## src/rtl/bids22_bidder.sv

```systemverilog
// Bidder agent: queues bid/retract requests and drives them onto one auction
// bidder slot as registered pulses, waits for ack/err, retries on timeout.
// Latency: push at edge k -> head staged at k+1 -> bid/retract pulse after k+2.
// Backpressure: req_ready drops when the queue is full, in a roundOver cycle and in reset.
//
// Ports:
//   clk, reset_n                      clock, async active-low reset
//   req_valid/req_ready/req_retract/req_amt   local request handshake
//   bid, bidAmt, retract              registered pulses to the auction
//   ack, err, win, roundOver, balance auction responses and status
//   busy, last_err, timeout_flag, local_reject, won, accepted_cnt  status
module bids22_bidder #(
  parameter int FIFO_DEPTH = 4,
  parameter int TIMEOUT    = 16,
  parameter int MAX_RETRY  = 2
) (
  input  logic        clk,
  input  logic        reset_n,
  input  logic        req_valid,
  output logic        req_ready,
  input  logic        req_retract,
  input  logic [15:0] req_amt,
  output logic        bid,
  output logic [15:0] bidAmt,
  output logic        retract,
  input  logic        ack,
  input  logic [1:0]  err,
  input  logic        win,
  input  logic        roundOver,
  input  logic [31:0] balance,
  output logic        busy,
  output logic [1:0]  last_err,
  output logic        timeout_flag,
  output logic        local_reject,
  output logic        won,
  output logic [7:0]  accepted_cnt
);

  localparam int AW = (FIFO_DEPTH > 1) ? $clog2(FIFO_DEPTH) : 1;
  localparam int WW = (TIMEOUT > 1) ? $clog2(TIMEOUT) : 1;
  localparam int RW = (MAX_RETRY > 0) ? $clog2(MAX_RETRY + 1) : 1;
  localparam logic [AW:0]   FULL_CNT  = (AW+1)'(FIFO_DEPTH);
  localparam logic [WW-1:0] WAIT_LAST = WW'(TIMEOUT - 1);
  localparam logic [RW-1:0] RETRY_MAX = RW'(MAX_RETRY);

  typedef enum logic [1:0] {IDLE, BID, WAIT, RETRACT} state_t;
  state_t state, state_nxt;

  // Request queue plus a one-entry staging register (cur) holding the popped head.
  logic [16:0]   mem [FIFO_DEPTH];
  logic [AW-1:0] wr_ptr, rd_ptr;
  logic [AW:0]   fifo_cnt;
  logic          fifo_empty, fifo_full;
  logic          cur_vld, cur_retract;
  logic [15:0]   cur_amt;
  logic          released;

  logic [WW-1:0] wait_cnt;
  logic [RW-1:0] retry_cnt;

  logic push, pop, take_cur, over_bal;
  logic resp_ack, resp_err;
  logic do_reject, do_retry, do_timeout;

  assign fifo_empty = (fifo_cnt == '0);
  assign fifo_full  = (fifo_cnt == FULL_CNT);
  assign req_ready  = released & ~fifo_full & ~roundOver;
  assign push       = req_valid & req_ready;

  // The staged head is consumed whenever the FSM sits in IDLE; the queue refills
  // the stage in the same edge so back-to-back bids keep a 3-cycle cadence.
  assign take_cur = (state == IDLE) & cur_vld;
  assign pop      = ~fifo_empty & (~cur_vld | take_cur) & ~roundOver;
  assign over_bal = ({16'h0000, cur_amt} > balance);

  // An ack that coincides with a nonzero err is treated as a rejection.
  assign resp_err = (state == WAIT) & (err != 2'b00);
  assign resp_ack = (state == WAIT) & ack & (err == 2'b00);

  assign busy = (state != IDLE) | ~fifo_empty | cur_vld;

  always_comb begin
    state_nxt  = state;
    do_reject  = 1'b0;
    do_retry   = 1'b0;
    do_timeout = 1'b0;
    case (state)
      IDLE: begin
        if (cur_vld) begin
          if (cur_retract)   state_nxt = RETRACT;
          else if (over_bal) do_reject = 1'b1;
          else               state_nxt = BID;
        end
      end
      BID:     state_nxt = WAIT;
      WAIT: begin
        if (resp_err || resp_ack) begin
          state_nxt = IDLE;
        end else if (wait_cnt == WAIT_LAST) begin
          if (retry_cnt < RETRY_MAX) begin
            state_nxt = BID;
            do_retry  = 1'b1;
          end else begin
            state_nxt  = IDLE;
            do_timeout = 1'b1;
          end
        end
      end
      RETRACT: state_nxt = IDLE;
      default: state_nxt = IDLE;
    endcase
    // Round end aborts whatever is in flight, including a decision made this cycle.
    if (roundOver) begin
      state_nxt  = IDLE;
      do_reject  = 1'b0;
      do_retry   = 1'b0;
      do_timeout = 1'b0;
    end
  end

  always_ff @(posedge clk) begin
    if (push) mem[wr_ptr] <= {req_retract, req_amt};
  end

  always_ff @(posedge clk or negedge reset_n) begin
    if (!reset_n) begin
      state        <= IDLE;
      released     <= 1'b0;
      wr_ptr       <= '0;
      rd_ptr       <= '0;
      fifo_cnt     <= '0;
      cur_vld      <= 1'b0;
      cur_retract  <= 1'b0;
      cur_amt      <= '0;
      wait_cnt     <= '0;
      retry_cnt    <= '0;
      bid          <= 1'b0;
      bidAmt       <= '0;
      retract      <= 1'b0;
      last_err     <= '0;
      timeout_flag <= 1'b0;
      local_reject <= 1'b0;
      won          <= 1'b0;
      accepted_cnt <= '0;
    end else begin
      released     <= 1'b1;
      state        <= state_nxt;
      // Pulses are registered: the pulse cycle is the cycle spent in BID/RETRACT.
      bid          <= (state_nxt == BID);
      retract      <= (state_nxt == RETRACT);
      local_reject <= do_reject;
      if (state == IDLE && state_nxt == BID) bidAmt <= cur_amt;

      if (state == IDLE)  retry_cnt <= '0;
      else if (do_retry)  retry_cnt <= retry_cnt + RW'(1);

      if (state == WAIT && state_nxt == WAIT) wait_cnt <= wait_cnt + WW'(1);
      else                                    wait_cnt <= '0;

      if (do_timeout) timeout_flag <= 1'b1;
      if (resp_err)   last_err     <= err;

      if (roundOver) begin
        won          <= win;
        accepted_cnt <= resp_ack ? 8'd1 : 8'd0;
        fifo_cnt     <= '0;
        wr_ptr       <= '0;
        rd_ptr       <= '0;
        cur_vld      <= 1'b0;
      end else begin
        if (resp_ack && accepted_cnt != 8'hFF) accepted_cnt <= accepted_cnt + 8'd1;
        if (push) wr_ptr <= wr_ptr + AW'(1);
        if (pop)  rd_ptr <= rd_ptr + AW'(1);
        case ({push, pop})
          2'b10:   fifo_cnt <= fifo_cnt + (AW+1)'(1);
          2'b01:   fifo_cnt <= fifo_cnt - (AW+1)'(1);
          default: fifo_cnt <= fifo_cnt;
        endcase
        if (pop) begin
          cur_vld                <= 1'b1;
          {cur_retract, cur_amt} <= mem[rd_ptr];
        end else if (take_cur) begin
          cur_vld <= 1'b0;
        end
      end
    end
  end

endmodule

```

## config.mk

```make
export PLATFORM = sky130hd
export DESIGN_NAME = bids22_bidder
export DESIGN_NICKNAME = d
export VERILOG_FILES = /design/src/rtl/bids22_bidder.sv
export SDC_FILE = /design/constraint.sdc
export NUM_CORES = 1
export LEC_CHECK = 0
export ABC_AREA = 1
export CORE_MARGIN = 5
export CORE_UTILIZATION = 54
export DETAILED_ROUTE_END_ITERATION = 10
export PLACE_DENSITY = 0.8
export SLEW_MARGIN = 20
export SYNTH_ARGS = -nofsm -noshare
export SYNTH_HDL_FRONTEND = slang
export SYNTH_SLANG_ARGS = --single-unit
```

## constraint.sdc

```tcl
create_clock -name clk -period 3 [get_ports clk]
set_clock_uncertainty 0.2 [all_clocks]
set_input_delay 0.3 -clock clk [delete_from_list [all_inputs] [get_ports clk]]
set_output_delay 0.3 -clock clk [all_outputs]
set_load 0.05 [all_outputs]
```

# Word-level counts from Yosys, hierarchy flattened
# Memories as Yosys holds them, arrays and structs flattened. A register that Yosys moved wholly into a read port is not among the register bits.
# Index checks and enable logic that the tools add are counted.
[classes] add_sub_neg=7 order_cmp=2 eq_ne=11 mux=40 bitwise=16 reduce_logical=17
[op_table] operator="16-bit by 32-bit greater-than comparator with 1-bit output" n=1
[op_table] operator="2-bit 2-to-1 mux" n=12
[op_table] operator="1-bit 2-to-1 mux" n=22
[op_table] operator="8-bit 2-to-1 mux" n=2
[op_table] operator="2-bit nonzero test" n=6
[op_table] operator="2-bit equality test, second input constant" n=5
[op_table] operator="1-bit AND" n=9
[op_table] operator="8-bit by 1-bit adder with 8-bit output, second input constant" n=1
[op_table] operator="8-bit != test, second input constant" n=1
[op_table] operator="2-bit case mux with 4 select lines" n=1
[op_table] operator="2-bit by 1-bit adder with 2-bit output, second input constant" n=3
[op_table] operator="2-bit by 1-bit equality test with 1-bit output, second input constant" n=3
[op_table] operator="3-bit case mux with 2 select lines" n=1
[op_table] operator="3-bit nonzero test" n=2
[op_table] operator="4-bit by 1-bit adder with 4-bit output, second input constant" n=1
[op_table] operator="4-bit equality test, second input constant" n=1
[op_table] operator="2-bit logical NOT" n=2
[op_table] operator="4-bit 2-to-1 mux" n=1
[op_table] operator="1-bit NOT" n=4
[op_table] operator="3-bit by 1-bit adder with 3-bit output, second input constant" n=1
[op_table] operator="3-bit equality test, second input constant" n=1
[op_table] operator="1-bit logical AND" n=3
[op_table] operator="3-bit logical NOT" n=1
[op_table] operator="3-bit 2-to-1 mux" n=1
[op_table] operator="other kinds (6)" n=8
[totals] ff_bits=48 mem_bits_rw=68 in_bits=57 output_inout_bits=33 word_cells=110 n_memories=1
[mem_list] memory="mem" depth=4 width=17 read_ports=1 rd_clocked_by_memory_dff=1 wr=1 line_no="50" source="logic [16:0] mem [FIFO_DEPTH];"

# Longest topological paths before layout
[logic_depth] ltp_word=10 depth_mapped=18 depth_no_buf=17

# Worst setup path before layout
# Ideal clock, no wire load.
[synth_timing] kind="input port to flip-flop" start="input port roundOver" end="memory mem[0][0] (enable)" setup_time_ns=0.391 t_arrival_ns=2.075 t_required_ns=2.409 path_slack_ns=0.335 stages=5 path_buffers=0 cell_sequence="inv_2 nand2_1 a31oi_2 nand2_2 nor2_1"
[synth_via] elab_chain_cells=5
[synth_rtl] item="from (decl)" line_no="29" source="input logic roundOver,"
[synth_rtl] item="1-bit NOT (no source line)"
[synth_rtl] item="1-bit AND" line_no="67" source="assign req_ready = released & ~fifo_full & ~roundOver;"
[synth_rtl] item="net req_ready" line_no="20" source="output logic req_ready,"
[synth_rtl] item="1-bit AND" line_no="68" source="assign push = req_valid & req_ready;"
[synth_rtl] item="1-bit 2-to-1 mux" line_no="122" source="if (push) mem[wr_ptr] <= {req_retract, req_amt};"
[synth_rtl] item="1-bit 2-to-1 mux (not written as such)" line_no="122"
[synth_rtl] item="to (decl)" line_no="50"
# The timed path passes the listed nets, and every way through them passes these cells.

# Worst setup path in the final report
[layout_timing] start="register fifo_cnt[2]" end="output port busy"
[layout_via] elab_chain_cells=4
[layout_rtl] item="from (decl)" line_no="52" source="logic [AW:0] fifo_cnt;"
[layout_rtl] item="from (signal assigned)" line_no="175" source="2'b10: fifo_cnt <= fifo_cnt + (AW+1)'(1);"
[layout_rtl] item="from (signal assigned)" line_no="176" source="2'b01: fifo_cnt <= fifo_cnt - (AW+1)'(1);"
[layout_rtl] item="from (signal assigned)" line_no="177" source="default: fifo_cnt <= fifo_cnt;"
[layout_rtl] item="3-bit logical NOT" line_no="65" source="assign fifo_empty = (fifo_cnt == '0);"
[layout_rtl] item="1-bit NOT" line_no="80" source="assign busy = (state != IDLE) | ~fifo_empty | cur_vld;"
[layout_rtl] item="1-bit bitwise OR (2 in a row)" line_no="80"
[layout_rtl] item="to (decl)" line_no="31" source="output logic busy,"
# No other way between the ends.

==> impl_results.md <==
* Synth Flop Type: sky130_fd_sc_hd__edfxtp_1
* Y dimension of the die at 114.4 µm
* Max clock buf depth at 2
* Starting utilization of the core area at 54.77%
* Static power due to leakage at 3.184 nW
* Sequential group share of total power at 36.1%
* Die footprint at 13090 µm²
* Number of fill cells at 767
* Crit path capture type: output pin
* CP max FO at 3
* Final setup viols at 0
* Syn nets at 629
* Ratio of routed vias to standard cells at 5.386
* Outcome: finished, final reports clean
* Count of max-cap constraint violations at 0
* Net Sw Power at 2.438 mW
* Areal power density over the cells at 897.7 nW/µm²
* Pre-Repair DR Iteration Count at 7
* Overall power after layout at 6.788 mW
* Area grow syn2layout at 28.47%
* Total wire length at 12.73 mm
* Worst-path clk slew at 0.06 ns
* Detailed-route via count at 4325
* Remaining Overflow, GRT at 0
* Max-slew violation count at 0
* Synth warn at 0
* Post-DR wirelength/cell at 15.86 µm
* Unrepaired setup endpoints after global routing: false
* Number of standard-cell rows in the floorplan at 38
* Max Clock Freq at 385.7 MHz
* Clock root cell: sky130_fd_sc_hd__clkbuf_8
* Net switching fraction of the power at 35.92%
* Post-synthesis instance area at 5886 µm²
* Commonest cells in the netlist: 87 x sky130_fd_sc_hd__nand2_1, 68 x sky130_fd_sc_hd__edfxtp_1, 65 x sky130_fd_sc_hd__dfrtp_1, 65 x sky130_fd_sc_hd__nor2_1, 56 x sky130_fd_sc_hd__inv_1
* Post-route clock period utilization at 86.42%
* Final net count at 730
* Unique masters post-synth at 39
* Element type at the critical path start: flop
* Sinks on the clock net at 133
* Overall global routing resource usage at 20.78%
* Number of buffer cells added on primary ports at 89
* Post-synth top area cell: sky130_fd_sc_hd__edfxtp_1
* H-tree Lvls at 4
* Number of synthesized flops with an enable pin at 68
* Antenna diode count at 0
* Number of placed instances, taps included at 770
* Data arrival at the endpoint of the critical path at 2.09 ns
* FFs w/ async S/R, synth at 48.87%
* Final non-filler cell total at 803
* Pin count of the biggest net entering global routing at 42
* Final RePlAce weighted congestion at 0.7977
* Half-perimeter wire length after placement at 8.585 mm
* Setup TNS after final layout at 0 ns
* Launching element of the worst setup path: fifo_cnt[2]
* Max VDD drop at 615.2 µV
* Synthesized instance count at 549
* Global-route wire length before repair at 21.02 mm
* Setup Crit Path Kind: reg2out
* Number of design rule violations left after detail routing at 0
* Total count of hold-check failures in the final report at 0
* Area share of the largest cell type after synthesis at 34.69%
* Worst Tran Pin Value at 0.8952 ns
* Initial detailed-routing violation count at 387
* Critical R2R Launch: fifo_cnt[0]
* Required time of the worst setup path at 2.50 ns
* Sequential cell area fraction in the yosys report at 62.33%
* Placeable Area at 10750 µm²
* Initial antenna violation count at 0
* Clock tree from TritonCTS: done
* Num CTS Buffers at 17
* Fraction of final layout cells sized beyond drive strength 1 at 11.31%
* Boundary Pins at 90
* Relative max-transition margin at 39.95%
* Count of antenna-violating nets left after detailed routing at 0
* Time the final worst path needs with I/O delays and setup at 2.593 ns
* Count of instances resized after the clock tree is built at 0
* Die width at 114.4 µm
* Seq cells post-synth at 133
* Via count of the first global-routing pass at 4447
* Most frequent cell after synthesis: sky130_fd_sc_hd__nand2_1
* Average footprint of a synthesized cell at 10.72 µm²
* Part of the total power dissipated in combinational logic at 34.0%
* Hold crit path type: in2async
* Clock insertion delay at the later pin of the skew report at 0.52 ns
* Cell types occupying the most area after synthesis: sky130_fd_sc_hd__edfxtp_1 35%, sky130_fd_sc_hd__dfrtp_1 28%, sky130_fd_sc_hd__nand2_1 5.5%, sky130_fd_sc_hd__ha_1 4.7%, sky130_fd_sc_hd__o21ai_0 4.3%
* Clock network fraction of design power at 29.9%
* Cell Int Power at 4.350 mW
==> critical path, cell delays in order, from the launching register on <==
cell and delay (ns):
sky130_fd_sc_hd__dfrtp_1 0.43, sky130_fd_sc_hd__inv_1 0.08, sky130_fd_sc_hd__nand3_1 0.10, sky130_fd_sc_hd__inv_1 0.07, sky130_fd_sc_hd__nand3_1 0.07, sky130_fd_sc_hd__clkdlybuf4s50_1 0.82
==> flip-flops by register name, summed over array words and instances, names as in the netlist, 3 cells and up <==
signal / cells
accepted_cnt: 8
bidAmt: 16
cur_amt: 16
fifo_cnt: 3
mem: 68
wait_cnt: 4
==> worst paths after layout <==
path	to	slack (ns)	cells past startpoint
max in group asynchronous	cur_amt[11]	1.88	3
worst max-delay path	busy	0.41	5
min in group clk	won	0.13	3
worst min-delay path	last_err[0]	0.11	2
worst min register to register	bidAmt[8]	0.27	2
worst max register to register	fifo_cnt[2]	0.62	10
==> cell type report <==
type	count	area [µm²]	share of cell area, %
clock buffers	19	431.7	5.709
flip-flops and latches	133	3669	48.52
multi-input cells	338	1906	25.20
well taps	140	175.2	2.317
repair buffers	101	1001	13.24
clock inverters	13	157.7	2.085
inverters	59	221.5	2.929
==> logic make-up after synthesis <==
logic type	Yosys count	synth area share, %
AO/OA/AOI/OAI	93	8.674
XOR/XNOR	3	0.4465
adder cells (fa/ha/maj)	23	5.017
buffers and inverters	78	5.293
flip-flops	133	62.33
multiplexers	15	2.870
other	1	0.06371
AND/OR/NAND/NOR	203	15.31
==> cell usage in the layout, fill, tap and decap left out, types with 2 or more instances in the layout <==
cell type                         Yosys  routed
sky130_fd_sc_hd__o21ai_1              2       2
sky130_fd_sc_hd__inv_2                2       2
sky130_fd_sc_hd__a21oi_2              2       2
sky130_fd_sc_hd__o21ai_0             50      50
sky130_fd_sc_hd__clkbuf_8             0       2
sky130_fd_sc_hd__o22ai_1             17      17
sky130_fd_sc_hd__edfxtp_1            68      68
sky130_fd_sc_hd__clkbuf_16            0      16
sky130_fd_sc_hd__buf_4                2      10
sky130_fd_sc_hd__a21oi_1             18      18
sky130_fd_sc_hd__clkinv_2             0       4
sky130_fd_sc_hd__nand3_1             11      11
sky130_fd_sc_hd__xor2_1               2       2
sky130_fd_sc_hd__nand2_1             87      87
sky130_fd_sc_hd__nand4_1             20      20
sky130_fd_sc_hd__clkinv_1             1       2
sky130_fd_sc_hd__inv_1               56      56
sky130_fd_sc_hd__bufinv_16            0       3
sky130_fd_sc_hd__ha_1                22      22
sky130_fd_sc_hd__nor3_1               6       6
sky130_fd_sc_hd__mux2_2              15      15
sky130_fd_sc_hd__nor3_2               2       2
sky130_fd_sc_hd__buf_12               0       2
sky130_fd_sc_hd__nand2_2              4       4
sky130_fd_sc_hd__nor2_1              65      65
sky130_fd_sc_hd__clkdlybuf4s50_1      0      87
sky130_fd_sc_hd__dfrtp_1             65      65
sky130_fd_sc_hd__clkinv_4             0       2
sky130_fd_sc_hd__clkinvlp_4           0       2
sky130_fd_sc_hd__nand3_2              2       2
==> metal layers <==
metal	global-route usage (%)	vias to the layer above	share of wire, %
met4	7.443	0	1.6
met3	5.708	20	6.6
met2	34.81	151	50
li1	-	2082	-
met1	25.98	2072	42
met5	0	-	0
==> power groups by stage <==
stage / clock network [mW] / logic (mW) / registers, mW
after floorplan: 0 / 1.22 / 2.82
after global placement: 0 / 2.20 / 2.46
after detailed placement: 0 / 2.28 / 2.48
after CTS: 2.06 / 2.32 / 2.45
after global routing: 2.15 / 2.54 / 2.49
final: 2.03 / 2.31 / 2.45
==> repair_timing <==
| item | in CTS | in global routing |
|---|---|---|
| setup buffers | 0 | 0 |
| hold buffers | 1 | 0 |
| hold endpoints to repair | 24 | 0 |
==> through the flow <==
stage                     util [%]  setup slack (ns)  instance area, µm²  hold WS [ns]
after CTS                    70.37            0.3935                7561        0.1062
final                        70.37            0.4074                7561        0.1093
after global placement       64.79            0.3878                6962        0.1269
after global routing         70.37            0.3048                7561        0.1484
after floorplan                  -            0.3347                5886       -0.1956
after detailed placement     64.79            0.2143                6962        0.1284
No activity file was read; power rests on OpenSTA's default activity.
